--- src/rtl/seg7_pkg.sv ---
// seg7_pkg: shared segment patterns, blank code and scan phase type for the seg7 display blocks
package seg7_pkg;
  localparam logic [7:0] SEG7_BLANK = 8'hFF;
  localparam logic [15:0][6:0] SEG7_PAT = {
    7'h71, 7'h79, 7'h5E, 7'h39, 7'h7C, 7'h77, 7'h6F, 7'h7F,
    7'h07, 7'h7D, 7'h6D, 7'h66, 7'h4F, 7'h5B, 7'h06, 7'h3F
  };
  typedef enum logic {BLANK, ON} phase_t;
endpackage

--- src/rtl/seg7_hex_decode.sv ---
// seg7_hex_decode: one digit code to active-low {dp,g,f,e,d,c,b,a}
// Ports: code  - 0x0h shows hex digit h, any nonzero upper nibble is blank
//        seg   - active-low segments, dp always off
module seg7_hex_decode
  import seg7_pkg::*;
(
  input  logic [7:0] code,
  output logic [7:0] seg
);
  always_comb seg = code[7:4] != 4'h0 ? SEG7_BLANK : {1'b1, ~SEG7_PAT[code[3:0]]};
endmodule

--- src/rtl/seg7_scan.sv ---
// seg7_scan: time-multiplexed 8-digit common-anode 7-segment scan driver with per-slot dead time
// Ports: csi_clk/csi_rst - clock, synchronous active-high reset
//        coe_SEG7        - byte k is digit k (digit 0 rightmost), sampled once per frame
//        coe_seg_sel     - active-low one-hot digit enable
//        coe_seg_data    - active-low segments {dp,g,f,e,d,c,b,a}
//        coe_frame       - one-cycle pulse following each snapshot of coe_SEG7
// Optional: SEG7_LEADING_ZERO_BLANK_EN blanks leading zero digits (digit 0 always shown)
module seg7_scan
  import seg7_pkg::*;
#(
  parameter int CLK_DIV = 50000,
  parameter int DEAD = 500
) (
  input  logic        csi_clk,
  input  logic        csi_rst,
  input  logic [63:0] coe_SEG7,
  output logic [7:0]  coe_seg_sel,
  output logic [7:0]  coe_seg_data,
  output logic        coe_frame
);
  localparam int CW = $clog2(CLK_DIV);
  localparam logic [CW-1:0] LAST = CW'(CLK_DIV - 1);
  localparam logic [CW-1:0] DL = CW'(DEAD);
  logic [CW-1:0] cnt;
  logic [2:0] idx;
  logic [63:0] snap;
  logic [7:0] lz, code, seg;
  logic wrap, start;
  phase_t ph, ph_nxt;
  assign wrap = cnt == LAST;
  assign start = cnt == '0 && idx == 3'd0;
  // Phase register tracks what the pins show; select and segments only ever change under BLANK.
  always_comb ph_nxt = ph == ON ? (cnt == '0 ? BLANK : ON) : (cnt == DL ? ON : BLANK);
  always_comb begin
    lz = '0;
`ifdef SEG7_LEADING_ZERO_BLANK_EN
    begin
      logic hi;
      hi = 1'b1;
      for (int k = 7; k >= 1; k--) begin
        lz[k] = hi && snap[8*k +: 8] == 8'h00;
        hi = hi && (snap[8*k +: 8] == 8'h00 || snap[8*k+4 +: 4] != 4'h0);
      end
    end
`endif
  end
  assign code = lz[idx] ? SEG7_BLANK : snap[8*idx +: 8];
  seg7_hex_decode u_dec (.code(code), .seg(seg));
  always_ff @(posedge csi_clk) begin
    if (csi_rst) begin
      cnt <= '0;
      idx <= 3'd0;
      snap <= '1;
      ph <= BLANK;
      coe_seg_sel <= 8'hFF;
      coe_seg_data <= SEG7_BLANK;
      coe_frame <= 1'b0;
    end else begin
      cnt <= wrap ? '0 : cnt + CW'(1);
      idx <= idx + 3'(wrap);
      if (start) snap <= coe_SEG7;
      ph <= ph_nxt;
      coe_seg_sel <= ph_nxt == ON ? ~(8'd1 << idx) : 8'hFF;
      coe_seg_data <= ph_nxt == ON ? seg : SEG7_BLANK;
      coe_frame <= start;
    end
  end
endmodule

--- config.mk ---
export PLATFORM = sky130hd
export DESIGN_NAME = seg7_scan
export DESIGN_NICKNAME = d
export VERILOG_FILES = /design/src/rtl/seg7_pkg.sv /design/src/rtl/seg7_hex_decode.sv /design/src/rtl/seg7_scan.sv
export SDC_FILE = /design/constraint.sdc
export NUM_CORES = 1
export LEC_CHECK = 0
export ABC_AREA = 1
export BUFFER_PORTS_ARGS = -buffer_cell sky130_fd_sc_hd__buf_2
export CORE_MARGIN = 2
export CORE_UTILIZATION = 38
export DETAILED_ROUTE_END_ITERATION = 12
export HOLD_SLACK_MARGIN = 0.15
export PLACE_DENSITY = 0.55
export SKIP_CTS_REPAIR_TIMING = 1
export SYNTH_ARGS = -nofsm -noshare
export SYNTH_HDL_FRONTEND = slang
export SYNTH_SLANG_ARGS = --single-unit
--- constraint.sdc ---
create_clock -name csi_clk -period 4.3 [get_ports csi_clk]
set_input_delay 0.215 -clock csi_clk [delete_from_list [all_inputs] [get_ports csi_clk]]
set_output_delay 0.215 -clock csi_clk [all_outputs]
set_load 0.005 [all_outputs]
=== Word-level counts from Yosys, hierarchy flattened ===
Memory sizes are Yosys's and may differ from the RTL's. A register that Yosys moved wholly into a read port is not among the register bits.
Index checks and enable logic that the tools add are counted.

* Shift-type cells: 2
* Equality and inequality tests: 2
* Divide/modulo/power cells: 0
* Multiply operators: 0
* Bitwise gates (word level): 3
* $add $sub $neg: 2
* $lt $le $gt $ge: 2
* Mux-type cells: 7
* Reduce and logical (&&, ||, !) cells: 7

{| class="wikitable"
|+ Operator list
! operator !! count
|-
| variable part select 64 x 7 -> 8 bit || 1
|-
| adder 16 x 1 -> 16 bit (second input constant) || 1
|-
| == test 16 bit (second input constant) || 1
|-
| == test 16 x 9 -> 1 bit (second input constant) || 1
|-
| zero test 16 bit || 1
|-
| two-way mux 8 bit || 1
|-
| inverter 8 bit || 1
|-
| << shifter 1 x 3 -> 8 bit (first input constant) || 1
|-
| two-way mux 7 bit || 1
|-
| inverter 7 bit || 1
|-
| < comparator 4 x 5 -> 1 bit (second input constant) || 1
|-
| < comparator 3 x 4 -> 1 bit (second input constant) || 1
|-
| two-way mux 1 bit || 4
|-
| nonzero test 4 bit || 1
|-
| OR reduction 2 bit || 2
|-
| adder 3 x 1 -> 3 bit || 1
|-
| zero test 3 bit || 1
|-
| two-way mux 3 bit || 1
|-
| OR reduction 3 bit || 1
|-
| logical AND 1 bit || 1
|-
| inverter 1 bit || 1
|}

* Output and inout bits: 17
* Input port bits: 66
* Register bits: 101
* Word-level logic and storage cells: 35
* Memory bits (writable): 0
* Bits in latches: 0
* Memories: 2
* Memory bits (read-only): 120

{| class="wikitable"
|+ Memory list
! name !! depth !! width !! read ports !! clocked after memory_dff !! wr ports !! line !! RTL
|-
| (name not given) || 16 || 7 || 1 || 0 || 0 || seg7_hex_decode.sv:10 || <nowiki>always_comb seg = code[7:4] != 4'h0 ? SEG7_BLANK : {1'b1, ~SEG7_PAT[code[3:0]]};</nowiki>
|-
| (name not given) || 8 || 1 || 1 || 1 || 0 || seg7_scan.sv:47 || <nowiki>assign code = lz[idx] ? SEG7_BLANK : snap[8*idx +: 8];</nowiki>
|}

=== Depth between registers and ports, before layout ===
* Depth in word-level cells: 6
* Gate-level depth with buffers: 13
* Mapped depth without buffers: 13

=== By module ===
Synthesis repeated with hierarchy kept, for this count alone.

* Cell total of the unflattened synthesis: 669
* Area total of the unflattened synthesis: 4,805.9 um^2

{| class="wikitable"
|+ Modules (own cells, without submodules)
! module !! area an instance (um^2) !! seq. area each (um^2) !! instances !! cells each
|-
| seg7_scan || 4,488.1 || 2,021.9 || 1 || 611
|-
| seg7_hex_decode || 317.8 || 0.0 || 1 || 58
|}

=== Worst setup path after synthesis ===
No wires, ideal clock.

* Path kind: register to register
* Start: register idx[1]
* End: register coe_seg_data[1]
* Cell stages (with the launch flop): 12
* Slack: 2.695 ns
* Data arrival time: 1.487 ns
* Period minus slack after synthesis: 1.605 ns
* Library setup time: 0.119 ns
* Buffers on the path: 1
* Required time: 4.181 ns
* Cell sequence: dfxtp_1 buf_4 inv_2 nor2_2 nand2_1 nand4_1 nand2_1 ha_1 nand2_1 nand2_1 nand2_1 nand2_1

* Cells in the longest elaborated chain, start to end: 5
* Elaborated cells on any way between the ends: 7
* Those cells by class: 1 x shift; 2 x mux; 1 x bitwise; 2 x reduce/logical; 1 x memory

{| class="wikitable"
|+ Ends and longest elaborated chain
! what !! line !! RTL
|-
| from (decl) || seg7_scan.sv:25 || <nowiki>logic [2:0] idx;</nowiki>
|-
| from (signal assigned) || seg7_scan.sv:60 || <nowiki>idx <= idx + 3'(wrap);</nowiki>
|-
| variable part select 64 x 7 -> 8 bit (*) || seg7_scan.sv:47 ||
|-
| two-way mux 8 bit (*) || seg7_scan.sv:47 ||
|-
| memory (16 x 7 bit) || -- ||
|-
| two-way mux 7 bit (implied by the code) || seg7_hex_decode.sv:10 ||
|-
| inverter 7 bit || seg7_hex_decode.sv:10 ||
|-
| to (signal assigned) || seg7_scan.sv:64 || <nowiki>coe_seg_data <= ph_nxt == ON ? seg : SEG7_BLANK;</nowiki>
|-
| to (decl) || seg7_scan.sv:18 || <nowiki>output logic [7:0] coe_seg_data,</nowiki>
|}

Every way passes the cells marked *; elsewhere a longest branch is shown, timed or not. The select of a mux whose other input is x is not followed.
A chain may end at the register's enable or synchronous reset.

=== Worst setup path after layout ===
* Start: register idx[0]
* End: register snap[3]

* Cells in the longest elaborated chain, start to end: 2

{| class="wikitable"
|+ Ends and longest elaborated chain
! what !! line !! RTL
|-
| zero test 3 bit || seg7_scan.sv:31 || <nowiki>assign start = cnt == '0 && idx == 3'd0;</nowiki>
|-
| logical AND 1 bit || seg7_scan.sv:31 ||
|-
| to (signal assigned) || seg7_scan.sv:61 || <nowiki>if (start) snap <= coe_SEG7;</nowiki>
|-
| to (decl) || seg7_scan.sv:26 || <nowiki>logic [63:0] snap;</nowiki>
|}

No other way between the ends.

==> flow_metrics.tcl <==
set metrics [dict create \
    outcome "finished clean" \
    yosys.area_share.simple_pct 37.36 \
    drive_above_1_share_pct 18.14 \
    hold_violations 0 \
    wl_met1_um 5493 \
    ys_seq_area_share_pct 43.38 \
    swShare_pct 27.14 \
    cts_root_buf "clkbuf_16" \
    wl_met3_um 445 \
    final_common_cell "nand2_1" \
    syn_avg_cell_area_um2 7.154 \
    p_clk_share_pct 35.9 \
    crit_fanout 40 \
    cts_buffer_depth 2 \
    crit_path_end_kind "register" \
    max_freq_mhz 415.0 \
    cts_max_level 3 \
    synthFlopType "dfxtp_1" \
    powerDensity_nw_per_um2 370.1 \
    syn_nets 721 \
    synth_compound_area_share_pct 7.023 \
    initial_core_util_pct 38.74 \
    critPathMaxStageDelay_ns 0.59 \
    synthAdderAreaFrac_pct 2.711 \
    p_comb_share_pct 16.9 \
    grt_use_total_pct 17.50 \
    yosysWarnings 0 \
    clkLatencyLatePin_ns 0.35 \
    worstSetupStartpointType "register" \
    worst_slew_pin_slew_ns 0.8595 \
    dr_wl_met2_um 5594 \
    internal-power_mw 1.613 \
    ys_async_sr_fraction_pct 0 \
    synth_cell_types 32 \
    fin_crit_ns 2.410 \
    diodes 0 \
    fin_tns_setup_ns 0 \
    drt_iter0_markers 199 \
    synthXorXnorAreaFrac_pct 0.7592 \
    grt_max_degree 53 \
    crit_path_top_delay_cell "dfxtp_1" \
    num_rows 40 \
    cts_buffers 9 \
    drc_errors 0 \
    area_delta_synth_final_pct 29.58 \
    die-width_um 114.2 \
    min_path_type "reg -> reg" \
    cts_tree "done" \
    cts_sinks 100 \
    final_cell_mix "241 x nand2_1, 100 x dfxtp_1, 81 x buf_2, 71 x nand3_1, 65 x dlygate4sd3_1" \
    synth_cells 645 \
    rsz0062_at_grt "no" \
    drt-pass1-iter-count 4 \
    worstPathCellList "nor2_4 -> inv_2 -> nor2_2 -> nand3_2 -> inv_2 -> buf_4 -> o211ai_1" \
    arrival_ns 2.61 \
    setup_slack_ns 1.890 \
    slew_headroom_pct 42.62 \
    crit_type "reg -> reg" \
    cp_common_cell "inv_2" \
    synthesis.area_um2 4614 \
    die_h_um 114.2 \
    via_count 4339 \
    setup_viol 0 \
    antenna_left 0 \
    p_switching_mw 0.6007 \
    p_seq_share_pct 47.2 \
    wl_per_cell_um 12.60 \
    globalplace.congestion 0.8155 \
    skew_ns 0.005318 \
    vias_per_cell 4.666 \
    period_share_pct 56.04 \
    grt_pass1_vias 3841 \
    highest_layer "met4" \
    place_ws_ns 1.918 \
    synthMuxAreaShare_pct 0 \
    grt_pass1_wl_um 18040 \
    gr-total-overflow 0 \
    post-route-util_pct 50.20 \
    clk_pin_slew_worst_paths_ns 0.07 \
    n_fill_cell 1202 \
    required_ns 4.50 \
    finalWirelength_um 11720 \
    maxCapViolCount 0 \
    nets 854 \
    ios 83 \
    numPortBuffers 81 \
    final_max_slew_viol_count 0 \
    design.die.area_um2 13040 \
    synth-edff-count 0 \
    post-dp-hpwl_um 8056 \
    coreArea_um2 11910 \
    antenna_found_initial 0 \
    power.leakage_nw 2.812 \
    synth.ff_latch_count 100 \
    peakVddDrop_mv 0.2643 \
    synth_top_family_by_area "simple AND/OR/NAND/NOR gates" \
]
-- per-layer routing --
metal  track usage (%)  up-vias
met5                 0        -
met4             6.748        0
met3             4.447       13
met2             28.29       80
met1             22.48     1951
li1                  -     2295
-- kinds of logic (layout without fill, tap and decap cells) --
group                    after synthesis  count (layout)
AO/OA/AOI/OAI                         44              44
XOR/XNOR                               4               4
adder cells (fa/ha/maj)               10              10
buffers and inverters                 81             219
flip-flops                           100             100
other                                  1               1
AND/OR/NAND/NOR                      405             405
-- cells in the mapped netlist (6+ instances only) --
library cell  number  area (um^2)
nand2_2           14        87.58
nor3_1             6        30.03
nand2_1          241        904.6
o211ai_1           9        67.56
buf_6              9        101.4
o211ai_2          10        125.1
dfxtp_1          100         2002
a21oi_1           12        60.06
buf_2              8        40.04
nor2_1            54        202.7
o21ai_1            6        30.03
nand3_1           72        360.4
inv_1             48        180.2
ha_1              10        125.1
-- through the flow --
stage	hold WS, ns	cells	instance area [um^2]	total power [mW]
6_report	0.4488	930	5979	2.213
5_1_grt	0.4732	930	5979	2.331
2_1_floorplan	0.2862	645	4614	1.316
3_3_place_gp	0.4149	849	5037	1.383
4_1_cts	0.04169	865	5329	2.197
3_5_place_dp	0.4161	849	5037	1.391
-- power by group through the flow --
stage | combinational, mW | clock [mW] | sequential (mW)
global route | 0.425 | 0.854 | 1.05
CTS | 0.330 | 0.824 | 1.04
floorplan | 0.265 | 0 | 1.05
detailed placement | 0.328 | 0 | 1.06
finish | 0.374 | 0.795 | 1.04
global placement | 0.321 | 0 | 1.06
-- area by class of cell --
type	instances	area, um^2	area share [%]
flip-flops and latches	100	2002	33.48
multi-input cells	464	2217	37.08
clock buffers	9	225.2	3.766
repair buffers	150	1086	18.16
inverters	53	198.9	3.327
well taps	147	183.9	3.076
clock inverters	7	66.31	1.109
-- state kept, by name (all words and copies together), names as in the netlist --
register	flops
coe_seg_sel	8
ph	1
coe_seg_data	7
coe_frame	1
cnt	16
idx	3
snap	64
-- worst paths after layout --
check,start,end,slack (ns),depth (start not counted)
max,idx[0],snap[3],1.89,7
min,cnt[0],cnt[0],0.45,1
max reg2reg,idx[0],snap[3],1.89,7
min reg2reg,cnt[0],cnt[0],0.45,1
-- critical path: cells and delay by family (launching register included) --
kind / cells / cell delay [ns]
buffers and inverters: 3 / 1.03
flip-flops: 1 / 0.59
AND/OR/NAND/NOR: 3 / 0.52
AO/OA/AOI/OAI: 1 / 0.12
No activity file was read; power rests on OpenSTA's default activity.
